--- config.mk ---
export PLATFORM = sky130hd
export DESIGN_NAME = cpu_fetch_queue
export DESIGN_NICKNAME = d
export VERILOG_FILES = /design/src/rtl/cpu_fetch_queue.sv
export SDC_FILE = /design/constraint.sdc
export NUM_CORES = 1
export LEC_CHECK = 0
export ABC_AREA = 1
export ABC_CLOCK_PERIOD_IN_PS = 3500
export CORE_MARGIN = 2
export CORE_UTILIZATION = 60
export CTS_BUF_LIST = sky130_fd_sc_hd__clkbuf_16
export DETAILED_ROUTE_END_ITERATION = 6
export PLACE_DENSITY = 0.9
export SETUP_SLACK_MARGIN = 0.5
export SYNTH_ARGS = -nofsm -noshare
export SYNTH_HDL_FRONTEND = slang
export SYNTH_SLANG_ARGS = --single-unit
--- constraint.sdc ---
create_clock -name clk -period 3.5 [get_ports clk]
set_input_delay 0.7 -clock clk [delete_from_list [all_inputs] [get_ports clk]]
set_output_delay 0.7 -clock clk [all_outputs]
set_load 0.005 [all_outputs]
--- src/rtl/cpu_fetch_queue.sv ---
// Instruction-fetch front end: owns the fetch PC, issues credit-limited memory
// reads and buffers returned words with their addresses in a prefetch queue.
module cpu_fetch_queue #(
  parameter int unsigned     AW       = 16,
  parameter int unsigned     DW       = 16,
  parameter int unsigned     DEPTH    = 4,
  parameter logic [AW-1:0]   RESET_PC = '0,
  parameter int unsigned     PC_STEP  = 2
) (
  input  logic                         clk,
  input  logic                         reset,
  output logic [AW-1:0]                o_pc_addr,
  output logic                         o_pc_rd,
  input  logic                         i_pc_waitreq,
  input  logic [DW-1:0]                i_pc_rddata,
  input  logic                         i_redirect,
  input  logic [AW-1:0]                i_redirect_pc,
  output logic                         o_valid,
  output logic [DW-1:0]                o_instr,
  output logic [AW-1:0]                o_instr_pc,
  input  logic                         i_ready,
  output logic [$clog2(DEPTH+1)-1:0]   o_count
);

  localparam int unsigned CW = $clog2(DEPTH+1);
  localparam int unsigned PW = $clog2(DEPTH);
  localparam logic [CW:0] DEPTH_L = (CW+1)'(DEPTH);

  logic [AW-1:0] pc_q, pc_d;
  logic [AW-1:0] tag_pc_q, tag_pc_d;
  logic          inflight_q, inflight_d;
  logic [CW-1:0] count_q, count_d;
  logic [PW-1:0] rd_ptr_q, rd_ptr_d;
  logic [PW-1:0] wr_ptr_q, wr_ptr_d;
  logic [DW-1:0] instr_q [DEPTH];
  logic [DW-1:0] instr_d [DEPTH];
  logic [AW-1:0] ipc_q   [DEPTH];
  logic [AW-1:0] ipc_d   [DEPTH];

  logic [CW:0]   credit_used;
  logic          pc_rd;
  logic          accept;
  logic          push;
  logic          pop;

  // Credit counts the in-flight word so every return is guaranteed a free slot.
  // Gating with reset keeps the request low while the block is held in reset.
  always_comb begin
    credit_used = {1'b0, count_q} + (CW+1)'(inflight_q);
    pc_rd       = reset && !i_redirect && (credit_used < DEPTH_L);
    accept      = pc_rd && !i_pc_waitreq;
    push        = inflight_q && !i_redirect;
    pop         = (count_q != '0) && i_ready && !i_redirect;
  end

  always_comb begin
    pc_d       = pc_q;
    tag_pc_d   = tag_pc_q;
    inflight_d = accept;
    count_d    = count_q;
    rd_ptr_d   = rd_ptr_q;
    wr_ptr_d   = wr_ptr_q;
    instr_d    = instr_q;
    ipc_d      = ipc_q;

    if (accept) begin
      pc_d     = pc_q + AW'(PC_STEP);
      tag_pc_d = pc_q;
    end

    if (i_redirect) begin
      pc_d     = i_redirect_pc;
      count_d  = '0;
      rd_ptr_d = '0;
      wr_ptr_d = '0;
    end else begin
      if (push) begin
        instr_d[wr_ptr_q] = i_pc_rddata;
        ipc_d[wr_ptr_q]   = tag_pc_q;
        wr_ptr_d          = wr_ptr_q + PW'(1);
      end
      if (pop) begin
        rd_ptr_d = rd_ptr_q + PW'(1);
      end
      case ({push, pop})
        2'b10:   count_d = count_q + CW'(1);
        2'b01:   count_d = count_q - CW'(1);
        default: count_d = count_q;
      endcase
    end
  end

  always_ff @(posedge clk or negedge reset) begin
    if (!reset) begin
      pc_q       <= RESET_PC;
      tag_pc_q   <= '0;
      inflight_q <= 1'b0;
      count_q    <= '0;
      rd_ptr_q   <= '0;
      wr_ptr_q   <= '0;
      for (int unsigned i = 0; i < DEPTH; i++) begin
        instr_q[i] <= '0;
        ipc_q[i]   <= '0;
      end
    end else begin
      pc_q       <= pc_d;
      tag_pc_q   <= tag_pc_d;
      inflight_q <= inflight_d;
      count_q    <= count_d;
      rd_ptr_q   <= rd_ptr_d;
      wr_ptr_q   <= wr_ptr_d;
      instr_q    <= instr_d;
      ipc_q      <= ipc_d;
    end
  end

  assign o_pc_addr  = pc_q;
  assign o_pc_rd    = pc_rd;
  assign o_valid    = (count_q != '0);
  assign o_instr    = instr_q[rd_ptr_q];
  assign o_instr_pc = ipc_q[rd_ptr_q];
  assign o_count    = count_q;

endmodule

After elaboration in Yosys (flattened, before gate mapping)
Cells that the tools add are included.
{"block": "totals", "ff_bits": 168, "in_bits": 37, "output_inout_bits": 53, "elab_cells": 62}
{"block": "op_classes", "n_addsub": 6, "magnitude_cmp": 4, "n_eq_ne": 2, "mux": 18, "bitwise": 3, "reduce_logical": 15}
{"operator": "bitwise mux 64 bit", "count": 2}
{"operator": "2-to-1 mux 16 bit", "count": 7}
{"operator": "binary-select mux 16 bit (select 2 bit)", "count": 2}
{"operator": "demux 16 bit (select 2 bit)", "count": 1}
{"operator": "adder 16 x 2 -> 16 bit (second input constant)", "count": 1}
{"operator": "2-to-1 mux 2 bit", "count": 4}
{"operator": "logical AND 1 bit", "count": 7}
{"operator": ">= comparator 3 bit (second input constant)", "count": 2}
{"operator": "inverter 2 -> 3 bit", "count": 2}
{"operator": "case mux 3 bit (2 select lines)", "count": 1}
{"operator": "nonzero test 2 bit", "count": 3}
{"operator": "nonzero test 3 bit", "count": 2}
{"operator": "adder 2 x 1 -> 2 bit (second input constant)", "count": 2}
{"operator": "adder 3 x 1 -> 4 bit", "count": 1}
{"operator": "less-than comparator 4 x 3 -> 1 bit (second input constant)", "count": 1}
{"operator": "adder 3 x 1 -> 3 bit (second input constant)", "count": 1}
{"operator": "less-than comparator 3 x 1 -> 1 bit (second input constant)", "count": 1}
{"operator": "2-to-1 mux 3 bit", "count": 1}
{"operator": "subtractor 3 x 1 -> 3 bit (second input constant)", "count": 1}
{"operator": "== test 2 x 1 -> 1 bit (second input constant)", "count": 1}
{"operator": "== test 2 bit (second input constant)", "count": 1}
{"operator": "zero test 1 bit", "count": 2}
{"operator": "AND reduction 2 bit", "count": 1}
{"operator": "inverter 1 bit", "count": 1}

Longest topological paths before layout
Gate-level depths: netlist of the first run.
{"block": "depth", "ltp_word": 6, "mapped_depth": 11, "ltp_nobuf": 11}

Worst setup path before layout of the first run
OpenSTA, ideal clock, no wires.
{"block": "synth_timing", "kind": "in2reg", "from": "in i_redirect", "to": "reg count_q[2], in the netlist o_count[2]", "t_arrival_ns": 1.906, "setup_slack_ns": 1.477, "cell_stages": 11, "n_path_buf": 1, "path_cell_list": "buf_6 -> nor2_1 -> nand3_2 -> clkinv_1 -> fa_1 -> xnor2_1 -> inv_1 -> nand2_1 -> nand2_1 -> nand2_1 -> nand2_1"}
{"block": "synth_between", "elab_chain_len": 5, "word_cells_on_any_way": 8, "classes_between": "eq/ne: 2; mux: 2; reduce/logical: 4"}
{"element": "start, declared", "line_no": "16", "rtl": "input logic i_redirect,"}
{"element": "zero test 1 bit", "line_no": "52, 53"}
{"element": "logical AND 1 bit (on tied branches)", "line_no": "53, 52"}
{"element": "== test 2 x 1 -> 1 bit / == test 2 bit (equally long branches)", "line_no": "85", "rtl": "case ({push, pop})"}
{"element": "case mux 3 bit (2 select lines)", "line_no": "85"}
{"element": "2-to-1 mux 3 bit", "line_no": "71", "rtl": "if (i_redirect) begin"}
{"element": "end signal, assigned", "line_no": "109", "rtl": "count_q <= count_d;"}
{"element": "end, declared", "line_no": "32", "rtl": "logic [CW-1:0] count_q, count_d;"}
Parallel ways exist; a longest one is shown, timed or not.
A chain may end at the register's enable or synchronous reset.

Worst setup path after layout of the first run
{"block": "layout_timing", "from": "reg rd_ptr_q[1]", "to": "out o_instr_pc[10]"}
{"block": "layout_between", "elab_chain_len": 4}
{"element": "start, declared", "line_no": "33", "rtl": "logic [PW-1:0] rd_ptr_q, rd_ptr_d;"}
{"element": "start signal, assigned", "line_no": "110", "rtl": "rd_ptr_q <= rd_ptr_d;"}
{"element": "inverter 2 -> 3 bit (not written as such)", "line_no": "121", "rtl": "assign o_instr_pc = ipc_q[rd_ptr_q];"}
{"element": "binary-select mux 16 bit (select 2 bit)", "line_no": "121"}
{"element": "2-to-1 mux 16 bit (not written as such) (2 in series)", "line_no": "121"}
{"element": "end, declared", "line_no": "20", "rtl": "output logic [AW-1:0] o_instr_pc,"}
Every way passes these cells. The select of a mux whose other input is x is not followed.

==> summary.md, run 1 <==
| Metric | Value |
|---|---|
| I/O pin total | `90` |
| Vias in the first global route | `6,112` |
| Worst EP arrival | `roughly 2200 ps` |
| Clk_skew | `3.55 ps` |
| RePlAce Congestion | `around 0.84` |
| Worst-margin pin slew | `847 ps` |
| Final ANT Viol Nets | `0` |
| Placeable Area | `12,500 µm²` |
| Worst-path cell chain | `buf_4 > o21ai_0 > o22ai_1 > clkdlybuf4s50_1` |
| TritonCTS Buffers | `17` |
| DR WL/cell | `15.3 µm` |
| Remaining global-route overflow | `0` |
| Synth warn | `0` |
| Most frequent cells in the layout | `216 x nand2_1, 202 x o21ai_0, 167 x dfrtp_1, 87 x clkdlybuf4s50_1, 76 x nor2_1` |
| Area of the multi-input gates | `2910 µm²` |
| Initial drt markers | `roughly 730` |
| Syn_area_per_cell | `8.46 µm²` |
| Slowest CP cell | `clkdlybuf4s50_1` |
| R2R cell count | `11` |
| First-pass GRT wire length | `28,700 µm` |
| Final core occ | `73.2%` |
| CP endpoint kind | `output pin` |
| Die ar. | `13,700 µm²` |
| Vias | `~6,500` |
| Outcome | `complete, no violations` |
| Yosys top cell area share | `between 50% and 60%` |
| P&R area growth vs syn | `19.9%` |
| Router iterations before antenna repair | `6` |
| Final Total Pwr | `0.00483 W` |
| Required @ worst endpoint | `~2800 ps` |
| WS Path Type | `flop to output pin` |
| Most common cell after layout, fill and taps aside | `nand2_1` |
| IO buf count | `a little under 90` |
| Clock latency on the worst-skew pair | `420 ps` |
| Filler cells | `928` |
| Power per cell area | `about 530 nW/µm²` |
| Share of cells above drive strength 1 | `6.00%` |
| Min Clock Period, post-route | `roughly 2900 ps` |
| End of the critical path | `o_instr_pc[10]` |
| Cell total after placement | `1,120` |
| Worst rel slew slack | `43.5%` |
| Non-Filler Instances | `between 1,000 and 1,500` |
| Setup Total Neg Slack | `0 ps` |
| DRC viols | `0` |
| Synthesized flop and latch total | `168` |
| FP Rows | `41` |
| Reg2reg setup slack | `1590 ps` |
| Fmax | `0.348 GHz` |
| Cells after synthesis | `904` |
| Final setup vio count | `0` |
| Worst Setup SP | `rd_ptr_q[1]` |
| FF-to-FF Start | `o_count[1]` |
| Leakage | `4.38 nW` |
| Unrepaired setup endpoints after global routing | `no` |
| H-tree depth | `4` |
| Die width | `117 µm` |
| Max Cap Viol | `0` |
| Share of the clock period used by the worst path | `82.2%` |
| FF-to-FF End | `o_count[2]` |
| All-Layer GR Usage | `26.8%` |
| Seq/Total Area, Yosys | `55.0%` |
| CTS clock-pin slew for the worst setup and hold paths | `60 ps` |
| Die extent in y | `117 µm` |
| Clock Tree Buf Depth | `2` |
| DRT Wirelength | `17,700 µm` |
| Top post-synthesis cells by area | `dfrtp_1 55%, o21ai_0 13%, nand2_1 11%, nor2_1 3.7%, inv_1 3.1%` |
| Net count, final | `~1,000` |
| CTS Sinks | `168` |
| Largest net degree at the start of global routing | `168` |
| Reg area | `4210 µm²` |
| Synth Cell Area | `between 7000 and 8000 µm²` |
| Effective utilization at floorplan | `61.1%` |
| Initial antenna violation count | `0` |
| Crit-path max FO | `33` |
| Root Driver | `clkbuf_16` |
| N_diodes | `0` |
| Max incr delay on CP | `570 ps` |
| CTS tree | `done` |
| PnR worst setup slack | `624 ps` |
| Vias per Instance | `5.60` |
| DP HPWL | `10,300 µm` |
| Synth Net Count | `947` |
| Worst VDD drop | `between 0.3 and 0.4 mV` |
| Yosys top cell by area | `dfrtp_1` |
| CP startpoint kind | `flop` |
| Synth cell types | `32` |
| Final-report hold violation count | `0` |
| Min-Delay Path Class | `input port to asynchronous set/reset pin` |
| Slew Viols, Final | `0` |
| Place WS | `703 ps` |
[flip-flops by register name, indices dropped and copies added (netlist names)]
register    cells
o_pc_addr      16
wr_ptr_q        2
instr_q        64
o_count         3
inflight_q      1
ipc_q          64
tag_pc_q       16
rd_ptr_q        2
[how the worst min path moves through the flow]
| stage | from | to | slack [ps] |
|---|---|---|---|
| after floorplan | reset | inflight_q | 400 |
| after global placement | ipc_q[40] | ipc_q[40] | 460 |
| after detailed placement | instr_q[16] | instr_q[16] | 470 |
| after CTS | reset | instr_q[4] | 50 |
| after global routing | reset | instr_q[4] | 60 |
| final | reset | instr_q[4] | 70 |
[layer usage]
| metal | vias up | global-route usage, % | routed length, µm |
|---|---|---|---|
| met4 | 0 | 9.96 | 267 |
| met3 | 32 | 6.59 | 1260 |
| met2 | 245 | 43.7 | 8750 |
| met5 | - | 0 | 0 |
| li1 | 3111 | - | - |
| met1 | 3084 | 35.2 | 7450 |
[cells by family after synthesis]
group	Yosys count	share of synthesized area, %
flip-flops	168	55.0
AND/OR/NAND/NOR	356	19.5
adder cells (fa/ha/maj)	6	1.08
buffers and inverters	121	6.97
XOR/XNOR	2	0.229
AO/OA/AOI/OAI	251	17.2
[synthesized netlist by cell type]
cell type,instances
o21ai_2,4
fa_1,1
a21oi_1,1
nand3_2,1
xnor2_1,1
buf_6,4
clkinv_1,1
clkbuf_1,16
o21ai_0,202
nand4_4,1
nor2_2,1
a21oi_2,1
inv_1,63
buf_2,19
nor2_1,76
inv_2,3
dfrtp_1,168
nor3_1,2
nand2_4,4
nor2_4,1
ha_1,5
nor2_8,1
xor2_1,1
nand2_2,2
nand4_1,4
inv_4,1
buf_4,2
o22ai_1,32
clkbuf_2,12
nand2_1,216
o21ai_1,11
nand3_1,47
[timing repair]
item                       4_1_cts  5_1_grt
gates resized for setup          1        2
buffers inserted                 0        3
setup endpoints to repair       13       31
hold buffers                     0        0
gates cloned                     0        1
[per-stage QoR]
step	hold slack, ps	instance area [µm²]
floorplan	404	7640
global placement	460	8580
detailed placement	469	8580
CTS	54.3	9100
global route	55.8	9170
finish	68.3	9170
[worst max-delay path, delay by kind of cell, from the launching register on]
| family | cells | cell delay, ps |
|---|---|---|
| flops | 1 | 420 |
| buf+inv | 2 | 940 |
| compound gates | 2 | 400 |
[cell type report]
class,count,share of cell area (%)
repair buffers,101,11.5
clock buffers,17,4.64
multi-input cells,615,31.7
well taps,172,2.35
inverters,68,2.85
flip-flops and latches,168,45.9
clock inverters,15,1.01
[report_power, final]
group	internal, W	switching, W	leakage (nW)
Combinational	0.000442	0.000440	1.88
Clock	0.000949	0.000716	0.256
Sequential	0.00215	0.000138	2.24
Power figures use the tool's default switching activity.
==> run 2, diff against run 1 <==
- ABC_CLOCK_PERIOD_IN_PS: 3500 -> 2900
- CORE_UTILIZATION: 60 -> 56
- PLACE_DENSITY: 0.9 -> 0.85
- clock period: 3.5 -> 2.9 ns (I/O delays scaled with it)
==> run 2 against run 1 <==
Against the previous run:
- final area grew 2.7%
- sequential cell count unchanged
- utilization down 2.4 points
- wire length grew 6.6%
- clock power rose by 56%
- power is 33% higher
==> summary.md, run 2 (synthesis results as in run 1) <==
| Metric | Value |
|---|---|
| First-pass GRT wire length | `30,900 µm` |
| Setup Total Neg Slack | `0 ps` |
| Share of cells above drive strength 1 | `7.29%` |
| Vias in the first global route | `6,280` |
| DR WL/cell | `16.2 µm` |
| P&R area growth vs syn | `23.1%` |
| I/O pin total | `90` |
| Most frequent cells in the layout | `216 x nand2_1, 202 x o21ai_0, 167 x dfrtp_1, 78 x clkdlybuf4s50_1, 75 x nor2_1` |
| Largest net degree at the start of global routing | `169` |
| Largest regs | `instr_q: 64 flops, ipc_q: 64 flops` |
| WHS | `348 ps` |
| Leakage | `4.50 nW` |
| Most common cell after layout, fill and taps aside | `nand2_1` |
| Router iterations before antenna repair | `5` |
| Final ANT Viol Nets | `0` |
| Unrepaired setup endpoints after global routing | `yes` |
| Slowest CP cell | `clkdlybuf4s50_1` |
| H-tree depth | `4` |
| Fmax | `between 0.3 and 0.4 GHz` |
| Placeable Area | `about 13,000 µm²` |
| Min-Delay Path Class | `input port to asynchronous set/reset pin` |
| Reg2reg setup slack | `between 900 and 1000 ps` |
| Die extent in y | `121 µm` |
| TritonCTS Buffers | `17` |
| Worst rel slew slack | `42.0%` |
| FF-to-FF Start | `o_count[1]` |
| Max incr delay on CP | `550 ps` |
| IO buf count | `89` |
| Reg area | `4210 µm²` |
| Root Driver | `clkbuf_16` |
| All-Layer GR Usage | `27.1%` |
| Crit-path max FO | `20` |
| Vias per Instance | `~5.7` |
| Clock Tree Buf Depth | `2` |
| Worst VDD drop | `about 0.48 mV` |
| Worst Setup SP | `rd_ptr_q[0]` |
| Initial antenna violation count | `0` |
| DRT Wirelength | `between 15,000 and 20,000 µm` |
| Crit path depth | `5` |
| WS Path Type | `flop to output pin` |
| Worst-path cell chain | `inv_8 > buf_12 > o21ai_0 > o22ai_1 > clkdlybuf4s50_1` |
| R2R cell count | `11` |
| DP HPWL | `10,500 µm` |
| Share of the clock period used by the worst path | `90.9%` |
| Min Clock Period, post-route | `2640 ps` |
| CTS clock-pin slew for the worst setup and hold paths | `~60 ps` |
| Remaining global-route overflow | `0` |
| FF-to-FF End | `o_count[2]` |
| Outcome | `complete, no violations` |
| CP Buf/Inv Count | `3` |
| Filler cells | `1,027` |
| FP Rows | `42` |
| Power per cell area | `slightly below 700 nW/µm²` |
| Net count, final | `1,018` |
| Vias | `6,589` |
| Worst-margin pin slew | `870 ps` |
| Final-report hold violation count | `0` |
| Die width | `121 µm` |
| Clock latency on the worst-skew pair | `440 ps` |
| Initial drt markers | `685` |
| CP top delay family | `buffers and inverters` |
| DRC viols | `0` |
| CTS tree | `done` |
| Worst EP arrival | `around 2100 ps` |
| CTS Sinks | `around 170` |
| Effective utilization at floorplan | `between 50% and 60%` |
| Required @ worst endpoint | `2320 ps` |
| N_diodes | `0` |
| Die ar. | `14,600 µm²` |
| CP endpoint kind | `output pin` |
| CP startpoint kind | `flop` |
| Final setup vio count | `0` |
| RePlAce Congestion | `0.835` |
| Area of the multi-input gates | `2920 µm²` |
| Clk_skew | `8.20 ps` |
| Slew Viols, Final | `0` |
| Max Cap Viol | `0` |
[run 2: cell count changes in the layout (fill, tap and decap cells not counted), moves of 3 or more]
cell | before | now
clkinv_4 | 0 | 3
dlygate4sd2_1 | 0 | 9
clkinv_1 | 9 | 1
bufinv_16 | 1 | 6
clkinv_2 | 5 | 1
clkdlybuf4s50_1 | 87 | 78
[run 2: what timing repair did]
action,in CTS,in global routing
pin swaps,2,0
endpoints found under the setup margin,33,28
hold buffers,0,0
buffers inserted,4,0
gates resized for setup,25,2
cloned,2,0
[run 2: per-stage QoR]
step                util, %  cell area (µm²)  cells  total power (W)  setup WS (ps)
floorplan                 -             7640    904          0.00327            997
global placement       64.7             8600   1126          0.00380            451
detailed placement     64.7             8600   1126          0.00383            394
CTS                    70.8             9410   1164          0.00642            268
global route           70.8             9410   1164          0.00668            200
finish                 70.8             9410   1164          0.00643            264
[run 2: worst register-to-register path, delay by kind of cell, from the launching register on]
kind	cells	cell delay (ps)
and+or+nand+nor	7	650
buffers and inverters	2	180
adders and majority gates	1	380
DFF	1	450
xor gates and xnor gates	1	210
[run 2: layout make-up]
class	instances	share of cell area, %
clock buffer	17	4.52
clock inverter	15	2.66
inverter	68	2.82
multi-input combinational	615	31.0
sequential	168	44.7
tap	176	2.34
timing repair buffer	105	11.9
[run 2: layer usage]
metal,track usage (%),up-vias,routed length (µm)
met1,35.9,3193,8200
met2,44.1,230,9100
met4,9.23,0,470
li1,-,3125,-
met3,6.23,41,1120
met5,0,-,0
[run 2: report_power, final]
group / switching, W / internal, W / total [W]
clock: 0.000972 / 0.00162 / 0.00259
sequential: 0.000172 / 0.00259 / 0.00276
combinational: 0.000544 / 0.000527 / 0.00107
total: 0.00169 / 0.00474 / 0.00643
[run 2: how the worst max path moves through the flow]
stage | endpoint | slack (ps)
final | o_instr[0] | 260
after CTS | o_instr[0] | 270
after global placement | o_pc_rd | 450
after floorplan | o_count[2] | 1000
after detailed placement | o_count[2] | 390
after global routing | o_instr[0] | 200
==> run 3, diff against run 2 <==
- CAP_MARGIN: not set -> 20
==> results of run 3 <==
No change in the layout: final DEF, timing and power equal those of run 2.
